$ cat config.mk
export PLATFORM = sky130hd
export DESIGN_NAME = pipe_stage_elastic
export DESIGN_NICKNAME = d
export VERILOG_FILES = /design/src/rtl/pipe_stage_elastic.sv
export SDC_FILE = /design/constraint.sdc
export NUM_CORES = 1
export LEC_CHECK = 0
export CAP_MARGIN = 0
export CORE_MARGIN = 10
export CORE_UTILIZATION = 42
export DETAILED_ROUTE_END_ITERATION = 12
export GPL_ROUTABILITY_DRIVEN = 0
export PLACE_DENSITY = 0.82
export SETUP_SLACK_MARGIN = 0.4
export SYNTH_ARGS = -nofsm -noshare
export SYNTH_HDL_FRONTEND = slang
export SYNTH_SLANG_ARGS = --single-unit
$ cat constraint.sdc
create_clock -name clk -period 11 [get_ports clk]
set_clock_uncertainty 0.15 [all_clocks]
set_input_delay 1.65 -clock clk [delete_from_list [all_inputs] [get_ports clk]]
set_output_delay 1.65 -clock clk [all_outputs]
set_load 0.05 [all_outputs]
$ cat src/rtl/pipe_stage_elastic.sv
// pipe_stage_elastic: DEPTH-stage valid/ready pipeline register with flush and NOP bubbles; optional stall counter under PIPE_STALL_CNT_EN
module pipe_stage_elastic #(
  parameter int CTRL_W = 16,
  parameter int DATA_W = 160,
  parameter int DEPTH  = 1
) (
  input  logic                       clk,
  input  logic                       rst,
  input  logic                       in_valid,
  output logic                       in_ready,
  input  logic [CTRL_W-1:0]          in_ctrl,
  input  logic [DATA_W-1:0]          in_data,
  input  logic                       flush,
  output logic                       out_valid,
  input  logic                       out_ready,
  output logic [CTRL_W-1:0]          out_ctrl,
  output logic [DATA_W-1:0]          out_data,
  output logic [$clog2(DEPTH+1)-1:0] occupancy
`ifdef PIPE_STALL_CNT_EN
  ,
  output logic [15:0]                stall_cnt
`endif
);
  localparam int OW = $clog2(DEPTH+1);
  if (DEPTH < 1 || DEPTH > 4) begin : g_bad_depth
    $error("pipe_stage_elastic: DEPTH must be in 1..4");
  end
  logic [DEPTH-1:0]  r_v, w_adv, w_sv, w_vn;
  logic [CTRL_W-1:0] r_ctrl [DEPTH];
  logic [CTRL_W-1:0] w_sc   [DEPTH];
  logic [DATA_W-1:0] r_data [DEPTH];
  logic [DATA_W-1:0] w_sd   [DEPTH];
  logic [OW-1:0]     r_occ, w_cnt;
  assign in_ready  = w_adv[0] && !flush;
  assign w_sv[0]   = in_valid && in_ready;
  assign w_sc[0]   = in_ctrl;
  assign w_sd[0]   = in_data;
  assign out_valid = r_v[DEPTH-1];
  assign out_ctrl  = r_ctrl[DEPTH-1];
  assign out_data  = r_data[DEPTH-1];
  assign occupancy = r_occ;
  for (genvar g = 0; g < DEPTH; g++) begin : g_stage
    assign w_adv[g] = out_ready || ((r_v >> g) != ({DEPTH{1'b1}} >> g));
    if (g > 0) begin : g_src
      assign w_sv[g] = r_v[g-1];
      assign w_sc[g] = r_ctrl[g-1];
      assign w_sd[g] = r_data[g-1];
    end
  end
  // next valid per stage and the resulting occupancy
  always_comb begin
    w_cnt = '0;
    for (int i = 0; i < DEPTH; i++) begin
      w_vn[i] = !flush && (w_adv[i] ? w_sv[i] : r_v[i]);
      w_cnt   = w_cnt + OW'(w_vn[i]);
    end
  end
  // stage registers: bubbles and flushes zero ctrl, data follows real bundles only
  always_ff @(posedge clk) begin
    r_v   <= rst ? '0 : w_vn;
    r_occ <= rst ? '0 : w_cnt;
    for (int i = 0; i < DEPTH; i++) begin
      if (rst) begin
        r_ctrl[i] <= '0;
        r_data[i] <= '0;
      end else begin
        r_ctrl[i] <= w_vn[i] ? (w_adv[i] ? w_sc[i] : r_ctrl[i]) : '0;
        if (w_vn[i] && w_adv[i]) r_data[i] <= w_sd[i];
      end
    end
  end
`ifdef PIPE_STALL_CNT_EN
  logic [15:0] r_stall;
  // saturating count of backpressured output cycles, cleared only by reset
  always_ff @(posedge clk)
    r_stall <= rst ? '0 : r_stall + 16'(out_valid && !out_ready && r_stall != 16'hFFFF);
  assign stall_cnt = r_stall;
`endif
endmodule

; ---- After elaboration in Yosys (flattened, before gate mapping)
; Memory sizes are Yosys's and may differ from the RTL's.
; Index checks and enable logic that the tools add are counted.
[op_classes]
muxes = 13
bitwise = 1
reduce_logical = 8
[op_table]
columns = operator, count
row1 = $mux W160, 1
row2 = $reduce_or A160 Y1, 1
row3 = $mux W16, 3
row4 = $reduce_or A16 Y1, 1
row5 = $mux W1, 9
row6 = $logic_and A1 B1 Y1, 4
row7 = $logic_not A1 Y1, 1
row8 = $logic_or A1 B1 Y1, 1
row9 = $not A1 Y1, 1
[totals]
regBits = 1
ram_bits = 176
out_inout_bits = 179
wordCells = 25
mem_count = 2
[mem_list]
columns = name, words, word_bits, rd, rd_ports_with_merged_regs, write_ports, line_no
row1 = r_data, 1, 160, 1, 0, 1, 31  ; logic [DATA_W-1:0] r_data [DEPTH];
row2 = r_ctrl, 1, 16, 1, 0, 1, 29  ; logic [CTRL_W-1:0] r_ctrl [DEPTH];

; ---- Logic depth before layout (Yosys ltp)
[logic_depth]
word_depth = 12
depth_mapped = 6
ltp_nobuf = 3

; ---- Worst setup path before layout
; No wires, ideal clock.
[synth_path]
path_type = input to register
startpoint = input port out_ready
endpoint = memory r_data[0][0], enable pin
t_arrival_ps = 5866
path_slack_ps = 4464
stages = 4
n_path_buf = 1
cell_sequence = nor2b_4 -> buf_6 -> nor2_1 -> a21o_1
[synth_between]
elab_chain_cells = 11
[synth_lines]
columns = item, line_no
row1 = start: declaration, 15  ; input logic out_ready,
row2 = $logic_or A1 B1 Y1 *, 43  ; assign w_adv[g] = out_ready || ((r_v >> g) != ({DEPTH{1'b1}} >> g));
row3 = $logic_and A1 B1 Y1 *, 34  ; assign in_ready = w_adv[0] && !flush;
row4 = via in_ready, 10  ; output logic in_ready,
row5 = $logic_and A1 B1 Y1 *, 35  ; assign w_sv[0] = in_valid && in_ready;
row6 = $mux W1 *, 54  ; w_vn[i] = !flush && (w_adv[i] ? w_sv[i] : r_v[i]);
row7 = $logic_and A1 B1 Y1 *, 54
row8 = $logic_and A1 B1 Y1 *, 68  ; if (w_vn[i] && w_adv[i]) r_data[i] <= w_sd[i];
row9 = $mux W1 *, 68
row10 = $mux W1 *, 63  ; if (rst) begin
row11 = $mux W1 (implied by the code) *, 68
row12 = $reduce_or A160 Y1 (no line), -
row13 = $mux W1 (no line) *, -
row14 = end: declaration, 31
; Mark *: on every way through the listed nets, which the timed path passes. The rest lies on a longest branch.

; ---- Worst setup path in the final report
[layout_path]
startpoint = input port out_ready
endpoint = output port in_ready
[layout_between]
elab_chain_cells = 2
[layout_lines]
columns = item, line_no
row1 = $logic_or A1 B1 Y1, 43
row2 = $logic_and A1 B1 Y1, 34
row3 = end: declaration, 10
; No other way between the ends.

==> out/metrics.csv <==
stage,metric,value,unit
clock_network,CTS resizes,0,
pwr,Pwr per Cell Area,157,nW/um^2
setup_path,Crit. End Element,output port,
detailed_routing,Routed Antenna Nets,0,
layout,Fillers,947,
layout,Non-Filler Instances,975,
synthesis,Post-synth EDFFs,160,
setup_path,CP required,9.20,ns
synthesis,"area leader, netlist",edfxtp_1,
synthesis,Yosys reg bits,177,
synthesis,Cell variety after synth,17,
synthesis,commonest cells in the netlist,"160 x and2_1, 160 x edfxtp_1, 32 x nand2_1, 17 x dfxtp_1, 16 x a21oi_1",
synthesis,Synth area leaders,"edfxtp_1 74%, and2_1 15%, dfxtp_1 5.2%",
timing,Rel. slew slack,24.9,%
die,I/O Pins,360,
synthesis,share of flip-flops with an asynchronous set or reset,0,%
clock_network,CTS tree,yes,
timing,final setup TNS,0,ns
layout,share of layout cells above drive strength 1,4.83,%
global_routing,initial antenna violation count,0,
job,# Max-Cap Violations,0,
clock_network,Hold Buf Count CTS,0,
die,initial core utilization,43.0,%
detailed_routing,via count,4594,
global_routing,met2 Resource Use GR,34.0,%
detailed_routing,routed wire length per instance,21.4,um
clock_network,clk_lat worst skew,0.43,ns
layout,final net count,955,
worst_hold_path,worst hold path class,flop to flop,
place,Placed Cells,943,
die,Die Y,145,um
synthesis,syn_area_per_cell,15.7,sq um
layout,Multi-input gate area,1270,sq um
place,PortBufs,359,
global_routing,largest net degree at the start of global routing,120,
clock_network,CTS Buf Count,17,
die,core area,15200,sq um
clock_network,Worst-path clk slew,0.07,ns
global_routing,Most Crowded Layer GR,met2,
timing,actual slew at the worst max-slew pin,1.12,ns
detailed_routing,vias per cell,4.71,
die,Die Wd,145,um
pwr,Pleak,4.13,nW
clock_network,root buf cell,clkbuf_16,
synthesis,Main synth FF type,edfxtp_1,
setup_path,arrival time worst endpoint,3.43,ns
global_routing,vias in the first global route,4952,
timing,max-slew violations,0,
detailed_routing,WL final,20800,um
place,hpwl dp,16100,um
synthesis,post-synthesis sequential area ratio,78.8,%
setup_path,Setup crit start kind,input pin,
setup_path,Setup CP Type,input pin to output port,
detailed_routing,drt first-iter violations,245,
die,Rows,45,
layout,Syn-to-layout area delta,66.6,%
global_routing,met1 Use GR,17.7,%
clock_network,post-CTS setup buffer count,0,
global_routing,total gr overflow,0,
clock_network,Clock Path Buffers,2,
die,die area,20900,sq um
setup_path,CP Max Fanout,19,
synthesis,share of the synthesized area in the top cell type,73.5,%
timing,RSZ-0062 raised after global routing,no,
global_routing,first-pass GRT wire length,29800,um
global_routing,GRT Total Usage,19.4,%
clock_network,clock sink total,177,
synthesis,syn_nets,597,
timing,maximum clock rate,0.191,GHz
detailed_routing,drc violations,0,
synthesis,synthesized area,6530,sq um
synthesis,Yosys warnings,0,
synthesis,gate count after technology mapping,416,
run_status,status,finished clean,
clock_network,CTS H-tree depth,4,
pwr,peak supply drop,129,uV
layout,Ant. Diodes,0,
detailed_routing,detailed-router iteration count before antenna repair,4,
timing,period utilisation layout,47.5,%
layout,register area,5140,sq um
global_routing,routing usage on met3,12.0,%
timing,Fin. Hold Viols,0,
timing,endpoints failing setup,0,
timing,minimum clock period,5.23,ns
worst paths after layout:
path	startpoint	endpoint	slack, ns	cells after the start
min reg2reg	r_ctrl[0][3]	r_ctrl[0][3]	0.31	2
max reg2reg	occupancy	r_data[0][31]	7.81	4
min	r_ctrl[0][3]	r_ctrl[0][3]	0.31	2
max	out_ready	in_ready	5.77	4
cell type report:
class / count / area share [%]
Sequential cell: 177 / 47.3
Clock buffer: 20 / 4.60
Multi-Input combinational cell: 215 / 11.7
Timing Repair Buffer: 362 / 33.2
Clock inverter: 12 / 1.01
Inverter: 1 / 0.0345
Tap cell: 188 / 2.16
cell families after synthesis:
| group | Yosys count | synth area share, % |
|---|---|---|
| simple gates | 197 | 17.9 |
| flops | 177 | 78.8 |
| compound gates | 18 | 1.42 |
| buf+inv | 24 | 1.88 |
power breakdown:
group / switching, mW / internal [mW]
Combinational: 0.186 / 0.123
Sequential: 0.0113 / 0.773
Clock: 0.262 / 0.356
Total: 0.459 / 1.25
per-layer routing:
layer  wire length (um)  share of wire (%)  vias up
met5                  0                  0        -
met2              10700                 51      269
li1                   -                  -     2139
met4                547                2.6        0
met1               6710                 32     2153
met3               2920                 14       33
flip-flops by register name, summed over array words and instances, names as in the netlist:
register and flops:
r_ctrl 16, r_data 160, occupancy 1
critical path, cell delays in order:
cell and delay (ns):
clkdlybuf4s50_1 0.45, nor2b_4 0.40, nor2_1 0.16, clkdlybuf4s50_1 0.76
through the flow:
step	instance area [sq um]	utilization, %	hold WS [ns]	total power [mW]	setup WS (ns)
5_1_grt	10900	71.6	0.324	1.76	5.70
3_3_place_gp	10300	67.6	0.289	1.10	5.82
6_report	10900	71.6	0.308	1.71	5.77
2_1_floorplan	6530	-	0.517	0.965	4.46
4_1_cts	10900	71.6	0.310	1.73	5.78
3_5_place_dp	10300	67.6	0.300	1.11	5.78
cells in the final DEF, fill, tap and decap left out, types with 2 or more instances in the layout:
cell type	instances
nand2_1	32
inv_4	2
inv_6	5
a21oi_1	16
clkdlybuf4s50_1	359
buf_4	3
edfxtp_1	160
clkbuf_16	20
dfxtp_1	17
clkinv_2	3
and2_1	160
nor2_1	2
Note: power is estimated with default switching activity, not from simulation.
==> patch 1, RTL diff (config.mk and constraints unchanged) <==
The option `PIPE_STALL_CNT_EN` is turned on by a define.
--- a/src/rtl/pipe_stage_elastic.sv
+++ b/src/rtl/pipe_stage_elastic.sv
@@ -1,4 +1,6 @@
 // pipe_stage_elastic: DEPTH-stage valid/ready pipeline register with flush and NOP bubbles; optional stall counter under PIPE_STALL_CNT_EN
+`define PIPE_STALL_CNT_EN
+
 module pipe_stage_elastic #(
   parameter int CTRL_W = 16,
   parameter int DATA_W = 160,
Check against the original RTL (old outputs only; new: stall_cnt): equivalent (Yosys induction, for registers that start in step).
==> patch 1 against the unedited design <==
Largest cell class unchanged; die area grew 10%; setup slack improved by 0.020 ns; sequential cell count is 16 higher; utilization down 2.9 points; largest power group unchanged; critical endpoint unchanged; area after synthesis increased by 12%; synthesized cell count is 21% higher; via count up 16%; critical path type unchanged; power is 2.2% higher; final area grew 8.4%; routed wire length grew 16%; sequential share of layout area shrank 0.94 points.
==> patch 1: results (changes against the unedited design) <==
outcome=complete, no violations; largest net degree at the start of global routing=86 (-28%); fraction of area in multi-input gates=0.1436 (+0.02671); vias in the first global route=5520 (+11%); Hold Path End=r_ctrl[0][8]; Slew @ Worst Pin=1.161 ns (+0.04153 ns); adder-cell share of the synthesized area=0.005148 (+0.005148); Pint=1.270 mW (+1.4%); Data buffer area share=0.3208 (-0.01148); Synth Area per Inst=14.52 µm² (-7.5%); Yosys cell types=31 (+14); Setup WS pre-CTS=5.819 ns (+0.04343 ns); PortBufs=375 (+4.5%); sw frac=0.2738 (+0.005605); Syn Inst Count=502 (+21%); LEAKAGE=4.397 nW (+6.3%); initial antenna violation count=2 (+2); Final Net Count=1058 (+11%); DP Wirelength=18700 µm (+16%); fin area=0.01180 mm² (+8.4%); final WL=24130 µm (+16%); Post-Syn Nets=686 (+15%); Worst EP arrival=3.41 ns (-0.02 ns); gr usage total=0.1998 (+0.005705); Clock-cell share=0.04731 (-0.008794); layout cells sized above 1=0.04735 (-0.0009340); Clk pwr share=0.339 (-0.022); Peak Freq=192.0 MHz (+0.38%); sequential power=842 µW (+7.3%); clock buffers=17 (-15%); Seq/Total Area, Yosys=0.7496 (-0.03797); DRT iter0 DRCs=332 (+36%); Non-clock inverters=2 (+1); Crit Reg-Reg Endpoint=r_data[0][122]; Reg2Reg Setup Slack=7.93 ns (+0.12 ns); sequential cell area share=0.4633 (-0.009405); Vias=5323 (+16%); delay of the slowest critical-path stage=0.73 ns (-0.03 ns); startpoint of the worst hold path=r_ctrl[0][8]; complex-gate fraction of the synthesized area=0.02282 (+0.008651)
patch 1: cell types whose count changed after synthesis, sizes merged, moves of 3 or more:
cell,unedited run,this run
mux2,0,5
o21ai,1,5
dfxtp,17,33
nand3,0,6
nand2,32,36
nor2b,1,8
nor4,0,6
ha,0,3
nand4,0,5
nor2,2,10
or3,0,4
a21oi,16,22
patch 1: metal layers:
metal | global-route usage | up-vias | wire [µm]
met4 | 0.07626 | 0 | 638
met5 | 0 | - | 0
li1 | - | 2491 | -
met1 | 0.2131 | 2527 | 8486
met2 | 0.3416 | 271 | 12120
met3 | 0.08851 | 34 | 2878
patch 1: logic make-up after synthesis:
logic type	after synthesis
AOI/OAI and AO/OA	31
adders and majority gates	3
buffers and inverters	28
muxes	5
xor gates and xnor gates	3
and+or+nand+nor	239
DFF	193
patch 1: worst max-delay path, delay by kind of cell:
kind / cells / cell delay (ns)
buf+inv: 2 / 1.19
simple gates: 2 / 0.56
==> patch 2, RTL diff (same flow settings) <==
Without the edit above. Change the parameter `CTRL_W` from 16 to 20.
--- a/src/rtl/pipe_stage_elastic.sv
+++ b/src/rtl/pipe_stage_elastic.sv
@@ -1,6 +1,6 @@
 // pipe_stage_elastic: DEPTH-stage valid/ready pipeline register with flush and NOP bubbles; optional stall counter under PIPE_STALL_CNT_EN
 module pipe_stage_elastic #(
-  parameter int CTRL_W = 16,
+  parameter int CTRL_W = 20,
   parameter int DATA_W = 160,
   parameter int DEPTH  = 1
 ) (
Interface: changed (resized in_ctrl and out_ctrl); port bits go from 360 to 368. No check against the original RTL was run, so the function may have changed too.
==> patch 2 against the unedited design <==
Final area grew 1.8%; global-route usage is 0.21 points higher; power fell by 0.90%; critical path depth is the same; die area increased by 1.6%; setup slack worse by 0.081 ns; sequential cell count increased by 4; sequential power up 2%; routed wire length increased by 3.7%; area after synthesis up 1.9%; critical endpoint unchanged; largest power group unchanged; highest routed layer unchanged.
==> patch 2: results (changes against the unedited design) <==
post-CTS resize count=0 (unchanged); drt wl/cell=21.10 µm (-1.3%); outcome=complete, no violations; gr usage total=0.1962 (+0.002135); Final Net Count=983 (+2.9%); LEAKAGE=4.182 nW (+1.1%); commonest cells in the netlist=and2_1 (160), edfxtp_1 (160), nand2_1 (40); max reg flops=160 (unchanged); fill cell count=972 (+2.6%); vias in the first global route=5134 (+3.7%); PortBufs=367 (+2.2%); Worst EP arrival=3.51 ns (+0.08 ns); Post-synth EDFFs=160 (unchanged); First-pass DRT Iterations=4 (unchanged); CTS buffer count=17 (unchanged); layout cells sized above 1=0.04192 (-0.006361); Clock Tree Root=clkbuf_16; worst rel slew slack=0.2193 (-0.02968); largest net degree at the start of global routing=161 (+34%); first-pass GRT wire length=31650 µm (+6.4%); final hold slack=0.3071 ns (-0.001046 ns); Seq/Total Area, Yosys=0.7848 (-0.002774); CTS H-tree depth=4 (unchanged); Setup WS pre-CTS=5.720 ns (-0.05632 ns); Area contributors post-synth=edfxtp_1 (72%), and2_1 (15%), dfxtp_1 (6.3%), nand2_1 (2.3%), a21oi_1 (1.5%); Ys Warns=0 (unchanged); Post-Syn Nets=618 (+3.5%); DRT iter0 DRCs=252 (+2.9%); number of vias per cell=4.629 (-1.8%); Post-DP Area=0.01051 mm² (+2.3%); Skew-Pair Late Insertion Delay=0.42 ns; initial antenna violation count=2 (+2); Async SR Flop Fraction=0 (unchanged); hold crit path type=reg -> reg; maximum VDD drop=0.00008959 V (-31%); main flop type after synthesis=edfxtp_1; Largest Register=r_data; Post-CTS Setup Bufs=0 (unchanged); Worst-path clk slew=0.06 ns; Crit Path Max Fanout=23 (+4); DP Wirelength=16630 µm (+3.2%); Yosys cell types=17 (unchanged); Clock Tree Buf Depth=2 (unchanged)
-- patch 2: cell count changes in the layout (fill, tap and decap cells not counted), sizes merged --
| cell | change |
|---|---|
| a21oi | +4 |
| bufinv | +1 |
| clkbuf | -1 |
| clkdlybuf4s50 | +8 |
| clkinv | +4 |
| clkinvlp | +2 |
| dfxtp | +4 |
| diode | +2 |
| inv | -6 |
| nand2 | +8 |
-- patch 2: cell type report --
class | instances | area (µm²) | area share
timing repair buffer | 370 | 3696 | 0.3335
tap | 211 | 264.0 | 0.02382
clock inverter | 13 | 132.6 | 0.01197
sequential | 181 | 5225 | 0.4715
antenna | 2 | 5.005 | 0.0004516
inverter | 1 | 3.754 | 0.0003387
multi-input combinational | 227 | 1323 | 0.1193
clock buffer | 19 | 432.9 | 0.03907
-- patch 2: cell families (layout without fill, tap and decap cells) --
group / count (synthesis) / in the layout / share of synthesized area
other cells: 0 / 2 / 0
buf+inv: 25 / 403 / 0.01767
simple gates: 205 / 205 / 0.1806
flops: 181 / 181 / 0.7848
compound gates: 22 / 22 / 0.01691
-- patch 2: worst max-delay path: stages --
cell	delay, ns
clkdlybuf4s50_1	0.46
nor2b_4	0.48
nor2_1	0.16
clkdlybuf4s50_1	0.75
-- patch 2: final timing paths --
check           startpoint        endpoint  slack (ns)  cells after the start
min reg2reg  r_ctrl[0][12]   r_ctrl[0][12]        0.31                      2
max              out_ready        in_ready        5.69                      4
max reg2reg      occupancy  r_data[0][145]        7.85                      4
min          r_ctrl[0][12]   r_ctrl[0][12]        0.31                      2
-- patch 2: metrics by stage --
step                cells  power [mW]
floorplan             433      0.9823
global placement      990       1.124
detailed placement    990       1.130
CTS                  1022       1.712
global route         1023       1.752
finish               1024       1.696
-- patch 2: per-layer routing --
layer / wire length, µm / share of wire / vias up / GRT usage
met4: 696 / 0.032 / 0 / 0.08847
met5: 0 / 0 / - / 0
li1: - / - / 2210 / -
met1: 7495 / 0.35 / 2227 / 0.1903
met2: 11110 / 0.51 / 268 / 0.3410
met3: 2305 / 0.11 / 35 / 0.09997
-- patch 2: where the power goes --
| part | total (mW) | internal [mW] | switching [mW] |
|---|---|---|---|
| logic | 0.314 | 0.125 | 0.188 |
| clock network | 0.583 | 0.334 | 0.249 |
| registers | 0.800 | 0.788 | 0.0112 |
| total | 1.70 | 1.25 | 0.449 |
